`config.mk`:
```
export PLATFORM = sky130hd
export DESIGN_NAME = multicycle_ctrl_fsm
export DESIGN_NICKNAME = d
export VERILOG_FILES = /design/src/rtl/multicycle_ctrl_fsm.sv
export SDC_FILE = /design/constraint.sdc
export NUM_CORES = 1
export LEC_CHECK = 0
export ABC_AREA = 1
export BUFFER_PORTS_ARGS = -buffer_cell sky130_fd_sc_hd__buf_2
export CORE_AREA = 2 2 42 44
export CTS_CLUSTER_SIZE = 25
export DETAILED_ROUTE_END_ITERATION = 12
export DIE_AREA = 0 0 44 46
export GPL_TIMING_DRIVEN = 0
export MAX_ROUTING_LAYER = met4
export PLACE_DENSITY = 0.82
export SLEW_MARGIN = 20
export SYNTH_ARGS = -nofsm -noshare
export SYNTH_HDL_FRONTEND = slang
export SYNTH_SLANG_ARGS = --single-unit
export TNS_END_PERCENT = 100
```
`constraint.sdc`:
```
create_clock -name CLK -period 2.65 [get_ports CLK]
set_input_delay 0.265 -clock CLK [delete_from_list [all_inputs] [get_ports CLK]]
set_output_delay 0.265 -clock CLK [all_outputs]
set_load 0.03 [all_outputs]
```
`src/rtl/multicycle_ctrl_fsm.sv`:
```
// Multicycle CPU control sequencer (IF/ID/EXE/MEM/WB) with memory ready handshakes and sticky HALT/FAULT.
// Define MCFSM_TIMEOUT_EN to build the memory-wait watchdog that faults after TMO_CYC stalled cycles.
module multicycle_ctrl_fsm #(
    parameter int OP_W    = 6,
    parameter int ALUOP_W = 3,
    parameter int TMO_CYC = 15,
    parameter int CNT_W   = 4
) (
    input  logic               CLK,
    input  logic               RST,
    input  logic [OP_W-1:0]    opcode,
    input  logic               zero,
    input  logic               imem_ready,
    input  logic               dmem_ready,
    output logic               imem_req,
    output logic               dmem_req,
    output logic               PCWre,
    output logic               IRWre,
    output logic               InsMemRW,
    output logic               DataMemRW,
    output logic               ALUSrcB,
    output logic               ALUM2Reg,
    output logic               RegWre,
    output logic               WrRegData,
    output logic [1:0]         ExtSel,
    output logic [1:0]         PCSrc,
    output logic [1:0]         RegOut,
    output logic [ALUOP_W-1:0] ALUOp,
    output logic [2:0]         state,
    output logic               fault
);

    if (TMO_CYC < 1 || TMO_CYC > (2**CNT_W) - 1) begin : g_bad_tmo
        $error("TMO_CYC must fit in the CNT_W-bit wait counter");
    end

    localparam logic [OP_W-1:0] OP_ADD  = OP_W'(6'b000000);
    localparam logic [OP_W-1:0] OP_SUB  = OP_W'(6'b000001);
    localparam logic [OP_W-1:0] OP_ADDI = OP_W'(6'b000010);
    localparam logic [OP_W-1:0] OP_OR   = OP_W'(6'b010000);
    localparam logic [OP_W-1:0] OP_AND  = OP_W'(6'b010001);
    localparam logic [OP_W-1:0] OP_ORI  = OP_W'(6'b010010);
    localparam logic [OP_W-1:0] OP_SLT  = OP_W'(6'b100110);
    localparam logic [OP_W-1:0] OP_SW   = OP_W'(6'b110000);
    localparam logic [OP_W-1:0] OP_LW   = OP_W'(6'b110001);
    localparam logic [OP_W-1:0] OP_BEQ  = OP_W'(6'b110100);
    localparam logic [OP_W-1:0] OP_J    = OP_W'(6'b111000);
    localparam logic [OP_W-1:0] OP_JR   = OP_W'(6'b111001);
    localparam logic [OP_W-1:0] OP_JAL  = OP_W'(6'b111010);
    localparam logic [OP_W-1:0] OP_HALT = OP_W'(6'b111111);

    typedef enum logic [2:0] {
        S_IF    = 3'd0,
        S_ID    = 3'd1,
        S_EXE   = 3'd2,
        S_MEM   = 3'd3,
        S_WB    = 3'd4,
        S_HALT  = 3'd5,
        S_FAULT = 3'd6
    } state_e;

    state_e state_q, state_d;
    logic   is_r, is_imm, is_lw, is_sw, is_beq, is_j, is_jr, is_jal, is_halt, is_legal;
    logic   tmo;

    function automatic logic [ALUOP_W-1:0] alu_sel(input logic [OP_W-1:0] op);
        logic [ALUOP_W-1:0] sel;
        sel = ALUOP_W'(3'b000);
        if (op == OP_SUB || op == OP_BEQ)      sel = ALUOP_W'(3'b001);
        else if (op == OP_SLT)                 sel = ALUOP_W'(3'b010);
        else if (op == OP_OR || op == OP_ORI)  sel = ALUOP_W'(3'b011);
        else if (op == OP_AND)                 sel = ALUOP_W'(3'b100);
        return sel;
    endfunction

    always_comb begin
        is_r     = opcode inside {OP_ADD, OP_SUB, OP_OR, OP_AND, OP_SLT};
        is_imm   = opcode inside {OP_ADDI, OP_ORI};
        is_lw    = (opcode == OP_LW);
        is_sw    = (opcode == OP_SW);
        is_beq   = (opcode == OP_BEQ);
        is_j     = (opcode == OP_J);
        is_jr    = (opcode == OP_JR);
        is_jal   = (opcode == OP_JAL);
        is_halt  = (opcode == OP_HALT);
        is_legal = is_r | is_imm | is_lw | is_sw | is_beq | is_j | is_jr | is_jal | is_halt;
    end

`ifdef MCFSM_TIMEOUT_EN
    logic [CNT_W-1:0] cnt_q, cnt_d;

    assign tmo = (cnt_q == CNT_W'(TMO_CYC));

    // Counts only consecutive stalled cycles; any ready, timeout or state change restarts it.
    always_comb begin
        cnt_d = '0;
        if (((state_q == S_IF) && !imem_ready) || ((state_q == S_MEM) && !dmem_ready)) begin
            if (!tmo) cnt_d = cnt_q + CNT_W'(1);
        end
    end

    always_ff @(posedge CLK or posedge RST) begin
        if (RST) cnt_q <= '0;
        else     cnt_q <= cnt_d;
    end
`else
    assign tmo = 1'b0;
`endif

    always_ff @(posedge CLK or posedge RST) begin
        if (RST) state_q <= S_IF;
        else     state_q <= state_d;
    end

    always_comb begin
        state_d   = state_q;
        imem_req  = 1'b0;
        dmem_req  = 1'b0;
        PCWre     = 1'b0;
        IRWre     = 1'b0;
        DataMemRW = 1'b0;
        ALUSrcB   = 1'b0;
        ALUM2Reg  = 1'b0;
        RegWre    = 1'b0;
        WrRegData = 1'b0;
        ExtSel    = 2'b00;
        PCSrc     = 2'b00;
        RegOut    = 2'b00;
        ALUOp     = '0;
        case (state_q)
            S_IF: begin
                imem_req = 1'b1;
                // IR must not load while reset is held, even if memory says ready.
                if (imem_ready) begin
                    IRWre   = ~RST;
                    state_d = S_ID;
                end else if (tmo) begin
                    state_d = S_FAULT;
                end
            end
            S_ID: begin
                if (is_halt) begin
                    state_d = S_HALT;
                end else if (!is_legal) begin
                    state_d = S_FAULT;
                end else if (is_j || is_jr || is_jal) begin
                    PCSrc   = is_jr ? 2'b10 : 2'b11;
                    PCWre   = 1'b1;
                    RegWre  = is_jal;
                    state_d = S_IF;
                end else begin
                    state_d = S_EXE;
                end
            end
            S_EXE: begin
                ALUSrcB = is_imm | is_lw | is_sw;
                ExtSel  = (opcode == OP_ORI) ? 2'b00 : 2'b01;
                ALUOp   = alu_sel(opcode);
                if (is_beq) begin
                    PCSrc   = {1'b0, zero};
                    PCWre   = 1'b1;
                    state_d = S_IF;
                end else if (is_lw || is_sw) begin
                    state_d = S_MEM;
                end else begin
                    state_d = S_WB;
                end
            end
            S_MEM: begin
                dmem_req  = 1'b1;
                DataMemRW = is_sw;
                if (dmem_ready) begin
                    PCWre   = is_sw;
                    state_d = is_sw ? S_IF : S_WB;
                end else if (tmo) begin
                    state_d = S_FAULT;
                end
            end
            S_WB: begin
                RegWre    = 1'b1;
                PCWre     = 1'b1;
                WrRegData = 1'b1;
                RegOut    = is_r ? 2'b10 : 2'b01;
                ALUM2Reg  = is_lw;
                ALUOp     = alu_sel(opcode);
                state_d   = S_IF;
            end
            S_HALT:  state_d = S_HALT;
            S_FAULT: state_d = S_FAULT;
            default: state_d = S_FAULT;
        endcase
    end

    assign InsMemRW = 1'b0;
    assign state    = state_q;
    assign fault    = (state_q == S_FAULT);

endmodule
```
==> results of run 1 <==
## metal layers
layer | vias up | track usage, % | routed length (µm)
li1 | 425 | - | -
met1 | 368 | 22.9 | 804
met2 | 47 | 33.2 | 899
met3 | 2 | 3.97 | 168
met4 | 0 | 7.27 | 7
met5 | - | - | 0
## power groups by stage
stage               combinational (mW)  clock (mW)  sequential (mW)
floorplan                        0.356           0            0.134
global placement                 0.504           0           0.0955
detailed placement               0.514           0           0.0984
CTS                              0.517      0.0924           0.0977
global route                     0.561      0.0979            0.101
finish                           0.520      0.0908           0.0976
## what timing repair did
| action | in CTS | in global routing |
|---|---|---|
| hold endpoints to repair | 3 | 0 |
| hold buffers | 1 | 0 |
| setup endpoints to repair | 0 | 0 |
## worst paths after layout
check	endpoint	start	cells past startpoint
max	ALUOp[1]	state[1]	6
min	state[0]	dmem_ready	4
max reg2reg	state[2]	state[2]	6
min reg2reg	state[1]	state[1]	2
max in group asynchronous	state[2]	RST	3
min in group asynchronous	state[0]	RST	3
## critical path, delay by kind of cell (launching register included)
kind                   cells  cell delay (ns)
buffers and inverters      2             0.25
and+or+nand+nor            3             0.59
DFF                        1             0.45
AOI/OAI and AO/OA          1             0.10
## cell usage after synthesis
library cell / number
a21oi_2: 1
nor3_1: 4
nor2_1: 19
nand3b_1: 1
nand4_1: 5
conb_1: 1
nor3_4: 3
inv_2: 4
dfrtp_1: 3
buf_4: 2
buf_2: 1
inv_1: 20
o21ai_2: 1
nand3_1: 12
nand3_2: 1
nand2_2: 1
o22ai_1: 1
nor4_1: 1
nor2_2: 2
nand2_1: 27
a21oi_1: 2
## through the flow
stage          hold slack (ns)  setup slack, ns  total power [mW]  cells
3_5_place_dp             0.163             1.03             0.613    161
4_1_cts                  0.335            0.752             0.708    166
3_3_place_gp             0.138             1.06             0.599    161
2_1_floorplan           0.0268            0.639             0.489    113
6_report                 0.337            0.738             0.709    166
5_1_grt                  0.339            0.581             0.760    166
## logic make-up (layout without fill, tap and decap cells)
kind of cell	after synthesis	count (layout)
and+or+nand+nor	76	76
buffers and inverters	27	63
AOI/OAI and AO/OA	5	5
DFF	3	3
other	1	2
## final cells by class
cell class              instances  area, µm²  area share [%]
well taps                      17       21.3            2.61
flip-flops and latches          3       75.1            9.22
multi-input cells              83        417            51.2
inverters                      24       90.1            11.1
plain buffers                   3       20.0            2.46
clock buffers                   4       26.3            3.23
repair buffers                 32        165            20.3
==> metrics, run 1 <==
outcome completed; pin count of the biggest net entering global routing 10; setup violators final 0; period utilization 72.1%; crit-path most repeated cell nand2_1; RSZ-0062 raised after global routing false; Total GRT Usage 19.6%; placement row count 15; routed len/inst 11.3 µm; WS Path Type register to primary output; Synth top area share 16.9%; Post-Route Utilization 50.5%; CORE AREA 0.00161 mm²; CP cell instances nor2_1, nand2_1, nand2_1, inv_2, a21oi_1, buf_2; Switching Share 61.8%; io pins 34; Layout Skew 0.00406 ns; DR pass1 iterations 4; Clk pwr share 12.8%; Comb power frac 73.4%; commonest non-fill, non-tap cell in the layout buf_2; Final min period 1.91 ns; largest family of logic cells by synthesized area simple AND/OR/NAND/NOR gates; clock-pin slew on the worst setup and hold paths 0.05 ns; slowest library cell on the worst path dfrtp_1; die height 46 µm; Worst Setup Start Kind register; PD cells 870 mW/mm²; Ys Warns 0; Final Instance Area 815 µm²; final net count 161; placed cell area 778 µm²; Area Growth Syn to Fin 36.2%; simple-gate share of the synthesized area 62.8%; vias in the first global route 713; mux contribution to synthesized area 0%; Filler cells 183; Max Fclk 523 MHz; post_cts resized 0; Arr. time, crit path 1.65 ns; Worst path max stage delay 0.45 ns; Synth area leader nand2_1; Synth Area in XOR/XNOR 0%; first-pass GRT wire length 2.90 mm; share of layout cells above drive strength 1 33.6%; drt first-iter violations 40; worst skew pair latency 0.25 ns; top cells by area, synth nand2_1, dfrtp_1, inv_1; total number of vias 842; required time of the critical path 2.38 ns; global placement routability congestion 0.889; antenna-violating nets left 0; total die area 0.00202 mm²; Synth Area in Adders 0%; Max Transition Viols Final 0; Max Buffers Root-to-Sink 2; Fin. Hold Viols 0; P_int 0.271 mW; Compound-Gate Fraction of Synth Area 5.65%; Post-Synthesis Cell Area 598 µm²; sequential cell area fraction in the yosys report 12.6%; CTS tree yes; Reg2Reg Setup Slack 1.37 ns; GR Overflow Total 0; number of flip-flops in the largest register 3; # Max-Cap Violations 0; CTS buffer count 3; Yosys cell types 21; die width 44 µm; final wirelength 1.88 mm; Leak 0.518 nW; syn avg cell area 5.34 µm²; htree depth 1; Num Clock Sinks 3; Hold WC Path Type input port to register; port bufs 31; clock root buffer clkbuf_4; n_diodes 0; starting density of the core 37.1%; Synth Register Bits 3; CP max FO 7; post-route setup TNS 0 ns; antenna violations before repair 0; Seq pwr share 13.8%; most frequent cells in the layout buf_2, nand2_1, inv_1; CP endpoint kind primary output; Post-CTS Setup Inserts 0; vias per cell 5.07; hpwl dp 1.43 mm; Psw 0.438 mW; Mapped Cells 112; VDD IR max 396 µV; DR DRC count 0
Power figures use the tool's default switching activity.
==> run 2, diff against run 1 <==
Clock period 2.65 ns to 1.91 ns, I/O delays scaled along.
==> run 2 against run 1 <==
Global-route usage down 3.4 points. Non-clock buffer count unchanged. Sequential power up 37%. Sequential share of layout area down 0.098 points. Critical path depth up 1. Clock-buffer cell count unchanged. Clock power up 28%. Register-to-register slack worse by 0.79 ns. First-iteration DRC count down 2.5%. Die area unchanged. Setup slack worse by 0.61 ns. Clock skew down 0.0040 ns.
==> metrics, run 2 (same netlist as run 1, synthesis figures left out) <==
Arr. time, crit path 1.59 ns (-0.06 ns); WS Path Type register to primary output; clock root buffer clkbuf_4; total number of vias 794 (-5.7%); final net count 161 (unchanged); worst skew pair latency 0.24 ns (about the same); CP endpoint kind primary output; n_diodes 0 (unchanged); Worst Setup Start Kind register; CTS tree yes; Hold Crit Depth 3 (-1); CP max FO 9 (+2); commonest non-fill, non-tap cell in the layout buf_2; drt first-iter violations 39 (-2.5%); vias per cell 4.78 (-5.7%); Fin. Hold Viols 0 (unchanged); RSZ-0062 raised after global routing false; vias in the first global route 625 (-12%); Layout Skew 0.0000932 ns (-0.00396 ns); io pins 34 (unchanged); total die area 0.00202 mm² (unchanged); Num Clock Sinks 3 (unchanged); outcome completed; Worst R2R Path Depth 6 (unchanged); placement row count 15 (unchanged); # Max-Cap Violations 0 (unchanged); PD cells 1190 mW/mm² (+36%); final total power 0.977 mW (+38%); Reg2Reg Setup Slack 0.58 ns (-0.79 ns); GR Overflow Total 0 (unchanged); global placement routability congestion 0.873 (-1.8%); Leak 0.518 nW (+0.13%); Final min period 1.78 ns; slowest library cell on the worst path dfrtp_1; Final Instance Area 823 µm² (+1.1%); die width 44 µm (unchanged); hpwl dp 1.31 mm (-8.4%); crit-path most repeated cell buf_2; Max Fclk 561 MHz; placed cell area 785 µm² (+0.80%); CTS buffer count 3 (unchanged); DR DRC count 0 (unchanged); Total GRT Usage 16.2% (-3.4 points); post-route setup TNS 0 ns (unchanged); pin count of the biggest net entering global routing 10 (unchanged); Post-CTS Setup Inserts 0 (unchanged); routed len/inst 9.71 µm (-14%); Max Transition Viols Final 0 (unchanged); Placed Cells 161 (unchanged); final wirelength 1.61 mm (-14%); Post-Layout Cell Count 166 (unchanged); most frequent cells in the layout buf_2, nand2_1, inv_1; R2R Path Start state[0]; CORE AREA 0.00161 mm² (unchanged); die height 46 µm (unchanged); Area Growth Syn to Fin 37.7%; hold_sp imem_ready; number of flip-flops in the largest register 3 (unchanged); Max Buffers Root-to-Sink 2 (unchanged); antenna violations before repair 0 (unchanged); htree depth 1 (unchanged); clock-pin slew on the worst setup and hold paths 0.04 ns (about the same); port bufs 31 (unchanged); R2R Path End state[0]; Hold WC Path Type input port to register; starting density of the core 37.1% (unchanged); period utilization 93.3%; share of layout cells above drive strength 1 34.9% (+1.3 points); antenna-violating nets left 0 (unchanged); Worst path max stage delay 0.36 ns (-0.09 ns); Final WS setup 0.128 ns (-0.610 ns); first-pass GRT wire length 2.42 mm (-16%); DR pass1 iterations 4 (unchanged); setup violators final 0 (unchanged); Worst Hold End state[2]; required time of the critical path 1.72 ns (-0.66 ns); VDD IR max 587 µV (+48%); pre-CTS setup slack 0.332 ns (-0.699 ns); CP cell instances buf_2, nor3_4, inv_1, nand2_1, inv_2, a21oi_1, buf_2
==> run 2: cell counts in the layout (fill, tap and decap cells not counted) <==
Identical to the previous run, type by type.
==> run 2: power by group <==
part,switching [mW],total [mW],internal (mW)
Clock,0.0379,0.116,0.0786
Combinational,0.521,0.727,0.206
Sequential,0.0406,0.134,0.0932
==> run 2: cell type report <==
cell class | count | area (µm²)
plain buffers | 3 | 20.0
clock buffers | 4 | 26.3
fillers | 158 | 791
inverters | 24 | 90.1
multi-input cells | 83 | 425
flip-flops and latches | 3 | 75.1
well taps | 17 | 21.3
repair buffers | 32 | 165
==> run 2: worst max path at each step <==
| stage | from | end | slack [ns] | cells after the start |
|---|---|---|---|---|
| 6_report | state[2] | ALUOp[1] | 0.13 | 7 |
| 2_1_floorplan | state[2] | RegOut[0] | 0.02 | 3 |
| 3_5_place_dp | state[0] | ALUOp[1] | 0.33 | 6 |
| 5_1_grt | state[2] | PCWre | 0.01 | 7 |
| 4_1_cts | state[0] | ALUOp[1] | 0.08 | 6 |
| 3_3_place_gp | state[0] | ALUOp[1] | 0.38 | 6 |
==> run 2: worst max-delay path: cells and delay by family (launching register included) <==
family	cells	cell delay (ns)
buffers and inverters	4	0.54
AO/OA/AOI/OAI	1	0.10
flip-flops	1	0.36
AND/OR/NAND/NOR	2	0.36
==> run 2: routing by layer <==
metal / vias up / wire length, µm / part of all wire, % / track usage [%]
li1: 426 / - / - / -
met1: 338 / 753 / 47 / 20.4
met2: 26 / 757 / 47 / 26.2
met3: 4 / 76 / 4.7 / 1.59
met4: 0 / 25 / 1.6 / 7.27
met5: - / 0 / 0 / -
==> run 2: timing repair <==
item | in CTS | in global routing
gates resized for setup | 0 | 1
endpoints found under the setup margin | 0 | 1
endpoints found under the hold margin | 3 | 0
hold buffers | 1 | 0
==> run 2: stage by stage <==
stage,hold WS [ns],util [%]
floorplan,-0.0472,-
global placement,0.0626,48.6
detailed placement,0.0701,48.6
CTS,0.264,50.9
global route,0.276,51.0
finish,0.268,51.0
==> run 3, diff against run 2 <==
Settings changed: REMOVE_ABC_BUFFERS from default to 1.
==> run 3 against run 2 <==
Sequential power up 28%. Routed wire length up 1.5%. Cell area down 3.0%. Clock power about the same. Clock-buffer cell count unchanged. Maximum frequency down 0.52%. Global-route usage up 0.66 points. Die area unchanged. Flip-flop and latch count unchanged. Core utilization down 1.6 points. Critical endpoint unchanged. Largest power group unchanged.
==> metrics, run 3 (same netlist as run 1, synthesis figures left out) <==
outcome completed; PD cells 1200 mW/mm² (+1.1%); final wirelength 1.64 mm (+1.5%); DR pass1 iterations 4 (unchanged); Buffers & Inverters on Critical Path 4 (unchanged); die width 44 µm (unchanged); DR WL met2 706 µm (-6.7%); Leak 0.501 nW (-3.3%); Hold Crit Depth 4 (+1); Layout Skew 0.000941 ns (+0.000847 ns); hold_sp dmem_ready; final net count 158 (-1.9%); placement row count 15 (unchanged); period utilization 93.8% (+0.49 points); CTS buffer count 3 (unchanged); routed len/inst 10.0 µm (+3.4%); DRT met1 WL 800 µm (+6.2%); Reg2Reg Setup Slack 0.64 ns (+0.06 ns); clock root buffer clkbuf_4; R2R Path Start state[1]; R2R Path End state[0]; clock-pin slew on the worst setup and hold paths 0.04 ns (about the same); die height 46 µm (unchanged); drt first-iter violations 15 (-62%); antenna-violating nets left 0 (unchanged); Final min period 1.79 ns (+0.00927 ns); pin count of the biggest net entering global routing 11 (+1); Max Transition Viols Final 0 (unchanged); crit-path most repeated cell inv_2; P_int 0.370 mW (-2.1%); Met3 Wirelength 129 µm (+70%); Switching Share 61.4% (about the same); Hold WC Path Type input port to register; Worst Hold End state[0]; smallest hold slack 0.263 ns (-0.00461 ns); Max Buffers Root-to-Sink 2 (unchanged); global placement routability congestion 0.873 (about the same); CP max FO 5 (-4); CORE AREA 0.00161 mm² (unchanged); commonest non-fill, non-tap cell in the layout buf_2; Worst R2R Path Depth 6 (unchanged); antenna violations before repair 0 (unchanged); setup violators final 0 (unchanged); CP endpoint kind primary output; CTS tree yes; vias per cell 4.87 (+1.8%); hpwl dp 1.33 mm (+1.1%); starting density of the core 37.1% (unchanged); Worst Setup Start Kind register; # Max-Cap Violations 0 (unchanged); first-pass GRT wire length 2.52 mm (+4.0%); Total GRT Usage 16.9% (+0.66 points); Comb power frac 70.0% (-4.4 points); port bufs 31 (unchanged); share of layout cells above drive strength 1 33.6% (-1.3 points); DR DRC count 0 (unchanged); total number of vias 794 (unchanged); Max Fclk 558 MHz (-0.52%); GR Overflow Total 0 (unchanged); most frequent cells in the layout buf_2, nand2_1, inv_1; io pins 34 (unchanged); CP cell instances inv_2, nor3_4, inv_1, nand2_1, inv_2, a21oi_1, buf_2; VDD IR max 597 µV (+1.7%); worst skew pair latency 0.24 ns (about the same); total die area 0.00202 mm² (unchanged); Area Growth Syn to Fin 33.5%; Fin. Hold Viols 0 (unchanged); post-route setup TNS 0 ns (unchanged); cell type group with the largest total delay on the critical path buffers and inverters; Seq pwr share 17.9% (+4.2 points); number of flip-flops in the largest register 3 (unchanged); Arr. time, crit path 1.60 ns (about the same); n_diodes 0 (unchanged); Highest Signal Layer met3; Worst path max stage delay 0.45 ns (+0.09 ns); Post-CTS Setup Inserts 0 (unchanged); Psw 0.588 mW (-1.9%); slowest library cell on the worst path dfrtp_1; vias in the first global route 628 (+0.48%); WS Path Type register to primary output; Clk pwr share 12.2% (+0.3 points); Num Clock Sinks 3 (unchanged); RSZ-0062 raised after global routing false; required time of the critical path 1.72 ns (about the same); htree depth 1 (unchanged)
==> run 3: changes by cell type in the layout (fill, tap and decap cells not counted) <==
cell / before / now
nor4_2: 1 / 0
dfrtp_1: 3 / 2
nor4_1: 0 / 1
dfrtp_2: 0 / 1
buf_2: 32 / 31
buf_4: 2 / 0
==> run 3: worst min-delay path: stages <==
cell	delay, ns
buf_2	0.08
inv_1	0.05
nand2_2	0.09
nand2_1	0.05
==> run 3: metal layers <==
metal / vias to the layer above / GRT usage [%]
met1: 341 / 22.2
met2: 34 / 25.6
met4: 0 / 3.64
met5: - / -
met3: 0 / 4.76
li1: 419 / -
==> run 3: layout make-up <==
cell class / count / area, µm²
tap: 17 / 21.3
fill: 183 / 816
multi-input combinational: 83 / 419
inverter: 24 / 90.1
timing repair buffer: 32 / 165
sequential: 3 / 76.3
clock buffer: 4 / 26.3
==> run 3: timing repair <==
action / CTS / global route
endpoints found under the setup margin: 0 / 9
gates resized for setup: 0 / 2
endpoints found under the hold margin: 3 / 0
hold buffers: 1 / 0
==> run 3: worst max-delay path by stage <==
stage	start	cells after the start	to	slack (ns)
after floorplan	state[1]	2	DataMemRW	-0.03
after global placement	state[2]	5	ALUOp[1]	0.34
after detailed placement	state[2]	5	ALUOp[1]	0.31
after CTS	state[2]	5	ALUOp[1]	0.04
after global routing	state[0]	6	ALUOp[1]	0.005
final	state[1]	7	ALUOp[1]	0.12
==> run 3: metrics by stage <==
step | setup WS [ns] | cell area (µm²) | total power, mW | cells | util (%)
finish | 0.119 | 798 | 0.958 | 163 | 49.5
global route | 0.00518 | 798 | 1.04 | 163 | 49.5
CTS | 0.0383 | 795 | 0.956 | 163 | 49.2
detailed placement | 0.305 | 758 | 0.833 | 158 | 47.0
global placement | 0.343 | 758 | 0.821 | 158 | 47.0
floorplan | -0.0269 | 582 | 0.668 | 110 | -
==> run 3: power groups by stage <==
stage | Clock (mW) | Combinational, mW | Sequential (mW)
after floorplan | 0 | 0.454 | 0.213
after global placement | 0 | 0.656 | 0.165
after detailed placement | 0 | 0.665 | 0.168
after CTS | 0.120 | 0.668 | 0.167
after global routing | 0.129 | 0.731 | 0.178
final | 0.116 | 0.670 | 0.171
